[src/rtl/proc_pkg.sv]
// Shared definitions for the 8-bit processor datapath.
//   DW / AW      : data width and register-select width
//   REG_S0..T1   : register select encodings
//   seq_state_t  : states of the register-port sequencer
package proc_pkg;

    localparam int DW = 8;
    localparam int AW = 2;

    localparam logic [AW-1:0] REG_S0 = 2'b00;
    localparam logic [AW-1:0] REG_S1 = 2'b01;
    localparam logic [AW-1:0] REG_T0 = 2'b10;
    localparam logic [AW-1:0] REG_T1 = 2'b11;

    typedef enum logic [2:0] {
        ST_IDLE,
        ST_WR_ACT,
        ST_WR_HOLD,
        ST_RD_A,
        ST_RD_B
    } seq_state_t;

endpackage

[src/rtl/reg_port_seq.sv]
// Owner of the single shared register-bank port. Turns operand-fetch
// requests into one or two back-to-back reads and writeback requests into
// glitch-free writes. Every register-bank control is a flop output because
// the bank is level-sensitive.
// Ports:
//   clk, reset              : clock, synchronous active-high reset
//   fetch_valid/rs/rt/two   : operand-fetch request
//   wb_valid/rd/data        : writeback request
//   req_ready               : requests accepted when high (IDLE)
//   op_a, op_b, op_valid    : fetched operands + one-cycle valid pulse
//   wb_done                 : one-cycle pulse after a write completes
//   rb_wr, rb_sel, rb_data  : to register bank WR / rs / data
//   rb_val                  : from register bank regVal
module reg_port_seq #(
    parameter int DW = proc_pkg::DW,
    parameter int AW = proc_pkg::AW
) (
    input  logic          clk,
    input  logic          reset,
    input  logic          fetch_valid,
    input  logic [AW-1:0] fetch_rs,
    input  logic [AW-1:0] fetch_rt,
    input  logic          fetch_two,
    input  logic          wb_valid,
    input  logic [AW-1:0] wb_rd,
    input  logic [DW-1:0] wb_data,
    output logic          req_ready,
    output logic [DW-1:0] op_a,
    output logic [DW-1:0] op_b,
    output logic          op_valid,
    output logic          wb_done,
    output logic          rb_wr,
    output logic [AW-1:0] rb_sel,
    output logic [DW-1:0] rb_data,
    input  logic [DW-1:0] rb_val
);
    import proc_pkg::*;

    seq_state_t    state, state_d;

    // Fetch accepted together with a write waits here until the write ends.
    logic          pend, pend_d;
    logic [AW-1:0] pend_rs, pend_rs_d;
    logic [AW-1:0] rt_q, rt_d;
    logic          two_q, two_d;

    logic          rb_wr_d;
    logic [AW-1:0] rb_sel_d;
    logic [DW-1:0] rb_data_d;
    logic [DW-1:0] op_a_d, op_b_d;
    logic          op_valid_d, wb_done_d;

    assign req_ready = (state == ST_IDLE);

    always_ff @(posedge clk) begin
        if (reset) begin
            state    <= ST_IDLE;
            pend     <= 1'b0;
            pend_rs  <= '0;
            rt_q     <= '0;
            two_q    <= 1'b0;
            rb_wr    <= 1'b0;
            rb_sel   <= '0;
            rb_data  <= '0;
            op_a     <= '0;
            op_b     <= '0;
            op_valid <= 1'b0;
            wb_done  <= 1'b0;
        end else begin
            state    <= state_d;
            pend     <= pend_d;
            pend_rs  <= pend_rs_d;
            rt_q     <= rt_d;
            two_q    <= two_d;
            rb_wr    <= rb_wr_d;
            rb_sel   <= rb_sel_d;
            rb_data  <= rb_data_d;
            op_a     <= op_a_d;
            op_b     <= op_b_d;
            op_valid <= op_valid_d;
            wb_done  <= wb_done_d;
        end
    end

    always_comb begin
        state_d    = state;
        pend_d     = pend;
        pend_rs_d  = pend_rs;
        rt_d       = rt_q;
        two_d      = two_q;
        rb_wr_d    = 1'b0;
        rb_sel_d   = rb_sel;
        rb_data_d  = rb_data;
        op_a_d     = op_a;
        op_b_d     = op_b;
        op_valid_d = 1'b0;
        wb_done_d  = 1'b0;

        unique case (state)
            ST_IDLE: begin
                if (fetch_valid) begin
                    rt_d  = fetch_rt;
                    two_d = fetch_two;
                end
                if (wb_valid) begin
                    // Write goes first so a simultaneous fetch sees the new value.
                    rb_sel_d  = wb_rd;
                    rb_data_d = wb_data;
                    rb_wr_d   = 1'b1;
                    state_d   = ST_WR_ACT;
                    if (fetch_valid) begin
                        pend_d    = 1'b1;
                        pend_rs_d = fetch_rs;
                    end
                end else if (fetch_valid) begin
                    rb_sel_d = fetch_rs;
                    state_d  = ST_RD_A;
                end
            end
            ST_WR_ACT: begin
                // Drop WR with sel/data still stable.
                state_d = ST_WR_HOLD;
            end
            ST_WR_HOLD: begin
                // Extra cycle so sel does not move while the bank latch closes.
                wb_done_d = 1'b1;
                if (pend) begin
                    rb_sel_d = pend_rs;
                    pend_d   = 1'b0;
                    state_d  = ST_RD_A;
                end else begin
                    state_d = ST_IDLE;
                end
            end
            ST_RD_A: begin
                op_a_d = rb_val;
                if (two_q) begin
                    rb_sel_d = rt_q;
                    state_d  = ST_RD_B;
                end else begin
                    op_b_d     = '0;
                    op_valid_d = 1'b1;
                    state_d    = ST_IDLE;
                end
            end
            ST_RD_B: begin
                op_b_d     = rb_val;
                op_valid_d = 1'b1;
                state_d    = ST_IDLE;
            end
            default: state_d = ST_IDLE;
        endcase
    end

endmodule

[config.mk]
export PLATFORM = sky130hd
export DESIGN_NAME = reg_port_seq
export DESIGN_NICKNAME = d
export VERILOG_FILES = /design/src/rtl/proc_pkg.sv /design/src/rtl/reg_port_seq.sv
export SDC_FILE = /design/constraint.sdc
export NUM_CORES = 1
export LEC_CHECK = 0
export CAP_MARGIN = 5
export CORE_MARGIN = 3
export CORE_UTILIZATION = 29
export CTS_CLUSTER_DIAMETER = 30
export DETAILED_ROUTE_END_ITERATION = 16
export SETUP_SLACK_MARGIN = 0.4
export SYNTH_ARGS = -nofsm -noshare
export SYNTH_HDL_FRONTEND = slang
export SYNTH_SLANG_ARGS = --single-unit
[constraint.sdc]
create_clock -name clk -period 2.7 [get_ports clk]
set_clock_uncertainty 0.2 [all_clocks]
set_input_delay 0.54 -clock clk [delete_from_list [all_inputs] [get_ports clk]]
set_output_delay 0.54 -clock clk [all_outputs]
set_load 0.02 [all_outputs]
**Word-level counts from Yosys, hierarchy flattened**

Index checks and enable logic that the tools add are counted.

- Register bits after elaboration: 38
- Bits of input ports: 27
- Output and inout port bits: 30
- Word-level logic and storage cells: 53

- Equality and inequality tests: 10
- Multiplexer cells: 19
- Bitwise operators: 1
- Reductions and logical operators: 11

Operator list:

| operator | number |
|---|---|
| $pmux W8 S2 | 1 |
| $pmux W3 S4 | 1 |
| $mux W2 | 5 |
| $ne A2 B2 Y1 const B | 5 |
| $mux W3 | 3 |
| $mux W8 | 1 |
| $eq A3 B2 Y1 const B | 2 |
| $pmux W2 S3 | 1 |
| $reduce_and A2 Y1 | 3 |
| $reduce_and A3 Y1 | 2 |
| $mux W1 | 5 |
| $pmux W1 S2 | 2 |
| $reduce_and A4 Y1 | 1 |
| $reduce_bool A2 Y1 | 2 |
| $eq A3 B1 Y1 const B | 1 |
| $eq A3 B3 Y1 const B | 1 |
| $logic_not A3 Y1 | 1 |
| $ne A3 B3 Y1 const B | 1 |
| $reduce_bool A3 Y1 | 1 |
| $reduce_or A2 Y1 | 1 |
| $not A1 Y1 | 1 |

**Depth between registers and ports, before layout**

- Depth in word-level cells: 3
- Gate-level depth with buffers: 7
- Gate-level depth less buffers: 4

**Worst setup path after synthesis**

No wires, ideal clock.

- Path type: flip-flop to flip-flop
- From: register state[1]
- To: register rt_q[0]
- Setup time: 0.128 ns
- Data arrival time: 1.542 ns
- Data required time: 2.372 ns
- Setup slack: 0.831 ns
- Stages on the path, launching flop included: 7
- Buffers on the path: 2
- Clock period less this slack: 1.869 ns
- Path through: dfxtp_1 -> buf_2 -> nor3_1 -> and2_0 -> buf_2 -> mux2i_1 -> nor2_1

- Word-level cells in the longest chain between the ends: 2

Ends and longest elaborated chain:

| what | RTL line | RTL |
|---|---|---|
| from (decl) | reg_port_seq.sv:39 | `seq_state_t state, state_d;` |
| from (signal assigned) | reg_port_seq.sv:70 | `state <= state_d;` |
| $logic_not A3 Y1 | -- |  |
| named net req_ready | reg_port_seq.sv:27 | `output logic req_ready,` |
| $reduce_and A2 Y1 (no source line) | -- |  |
| to (signal assigned) | reg_port_seq.sv:73 | `rt_q <= rt_d;` |
| to (decl) | reg_port_seq.sv:44 | `logic [AW-1:0] rt_q, rt_d;` |

The timed path passes the listed nets, and every way through them passes these cells.
A chain may end at the register's enable or synchronous reset.

**Final worst setup path**

- From: register state[2]
- To: output port req_ready

- Word-level cells in the longest chain between the ends: 1

Ends and longest elaborated chain:

| what | RTL line | RTL |
|---|---|---|
| $logic_not A3 Y1 | reg_port_seq.sv:53 | `assign req_ready = (state == ST_IDLE);` |
| to (decl) | reg_port_seq.sv:27 |  |

Every way passes these cells.

==> metrics.txt <==
outcome finished clean; fin crit share 0.761; worst min path class flop to flop; # Max-Cap Violations 0; Seq/Total Area, Yosys 0.530; area delta synth->final 49.5%; Post-Syn Area between 0.001 and 0.0015 mm²; final worst slack 0.644 ns; Die W 76.3 µm; Final HPWL DP around 2.6 mm; global-route wire length before repair 5.80 mm; die area 0.00583 mm²; DRT Pass-1 Iters 4; final setup fails 0; worst-case clock buffer depth 2; largest stage delay on the critical path between 0.3 and 0.4 ns; CTS H-Tree Depth 2; number of flops mapped to enable cells by yosys 0; PnR Total Power 1.21 mW; top-area cell type share of the netlist area 0.530; Worst R2R Setup Slack slightly above 0.9 ns; Synth cell types 24; Skew-Pair Late Insertion Delay 0.28 ns; Vias/cell 4.52; f_max 486 MHz; Final Critical Period around 2.1 ns; CTS Buf Count 5; drt total wl between 3 and 4 mm; part of the power in registers 0.506; Die Y 76.3 µm; GP Congestion 0.754; Core Rows 24; combinational power share 0.195; GR Overflow Total 0; switching pwr 0.321 mW; slew margin rel. 0.664; core area 0.00456 mm²; Syn Nets roughly 180; leakage power 0.832 nW; Post-Route Setup TNS 0 ns; GRT Total Usage 0.125; power per cell area about 560 mW/mm²; Nets ~240; Worst Hold Launch pend_rs[1]$_SDFFE_PP0P_; Placement Setup Slack 0.459 ns; post-CTS sizing 2; top cells by area, synth dfxtp_1 53%, mux2i_1 9.1%, nor2_1 6.5%; drt wl/cell 12.5 µm; initial core utilization 0.314; syn avg cell area 9.14 µm²; # Post-CTS Setup Buffers 0; Final Hold Vio Count 0; worst-margin pin slew 0.498 ns; Buffers on Ports 56; Arrival @ worst endpoint 1.32 ns; WP buf/inv 1; initial DRC count 40; TritonCTS clock tree done; Detail Route Antenna Nets 0; Slowest cell on crit path dfxtp_1; Yosys reg bits 38; CP Launch Type flop; Setup Crit Path Kind flop to output port; Inst Count DP 272; critical path required time 1.96 ns; Worst IR Drop VDD 0.268 mV; Mapped Cells 157; DR DRC count 0; cell area after layout 0.00215 mm²; yosys warns 0; clk sinks 38; RSZ-0062 raised after global routing no; delay-heaviest family, CP flip-flops; critical path launch point state[2]$_SDFFE_PP0P_; final std cells w/o fill roughly 280; placed cell area 0.00207 mm²; Hold-fix buffers, CTS 0; CTS root buf clkbuf_8; CP Max Fanout 8; r2r startpoint state[2]$_SDFFE_PP0P_; Max Slew Vio Count 0; Clk pin slew, worst setup/hold paths 0.07 ns; asr flop ratio synth 0; leading area contributor after synthesis dfxtp_1; Critical Path End Type output port; most common cell in the synthesized netlist dfxtp_1; Internal 0.886 mW; crit-path cells nor3_2, dlygate4sd2_1; initial antenna violation count 0; ANT cells 0; share of layout cells above drive strength 1 0.0654; sw frac 0.266; top post-synthesis cells by count 38 x dfxtp_1, 25 x nor2_1, 22 x nand2_1; vias in the first global route 1,265; number of I/O pins 57; largest net degree at the start of global routing 19; share of power burned in the clock network 0.299; vias post-DR about 1.3k; Synth Flop Type dfxtp_1
==> kinds of logic after synthesis <==
kind of cell | synth area share
compound gates | 0.137
buf+inv | 0.0366
mux | 0.0907
flops | 0.530
simple gates | 0.206
==> routing by layer <==
metal	part of all wire	wire length [µm]	up-vias	track usage
li1	-	-	648	-
met1	0.44	1530	579	0.145
met2	0.51	1780	32	0.209
met3	0.046	162	2	0.0414
met4	0.0077	27	0	0.0543
met5	0	0	-	0
==> power by group through the flow <==
stage / combinational, mW / sequential (mW) / clock, mW
finish: 0.236 / 0.611 / 0.361
global route: 0.256 / 0.614 / 0.400
CTS: 0.238 / 0.611 / 0.381
detailed placement: 0.238 / 0.623 / 0
global placement: 0.238 / 0.623 / 0
floorplan: 0.107 / 0.643 / 0
==> worst register-to-register path: stages (launching register included) <==
cell,delay [ns]
dfxtp_1,0.49
nor3b_4,0.46
o21ba_2,0.29
a22oi_1,0.17
nor2_1,0.05
==> sequential cells by signal, summed over array words and instances, names as in the netlist, 2 cells and up <==
| register | cells |
|---|---|
| rb_sel | 2 |
| pend_rs | 2 |
| rt_q | 2 |
| op_a | 8 |
| state | 3 |
| rb_data | 8 |
| op_b | 8 |
==> cell type report <==
cell class,instances,area [µm²]
fillers,463,2420
inverters,1,3.75
clock buffers,7,76.3
multi-input cells,107,627
well taps,65,81.3
flip-flops and latches,38,761
repair buffers,61,597
==> layout by cell type, fill, tap and decap left out <==
master           count
a211o_1              2
nand3b_1             1
nor3_1               4
o41ai_1              1
clkbuf_1             2
nand3_1              3
a211oi_1             2
dfxtp_1             38
buf_4                5
nor2b_1              3
or2_1                1
inv_1                1
nor3b_4              1
nor4b_2              1
clkdlybuf4s50_1     55
o21ba_2              1
a22oi_1              8
nand2_1             22
nor3_2               1
dlygate4sd2_1        1
clkbuf_8             5
nor2_1              25
mux2i_1             13
and2_0               1
o32a_1               1
a21oi_1             15
nand2b_1             1
==> worst paths after layout <==
check                            end  cells after the start
min          pend_rs[1]$_SDFFE_PP0P_                      2
max reg2reg     op_b[6]$_SDFFE_PP0P_                      4
max                        req_ready                      2
min reg2reg  pend_rs[1]$_SDFFE_PP0P_                      2
==> stage by stage <==
| step | utilization | hold WS [ns] |
|---|---|---|
| CTS | 0.470 | 0.256 |
| global route | 0.470 | 0.278 |
| finish | 0.470 | 0.250 |
| detailed placement | 0.453 | 0.246 |
| floorplan | - | 0.232 |
| global placement | 0.453 | 0.242 |
No activity file was read; power rests on OpenSTA's default activity.
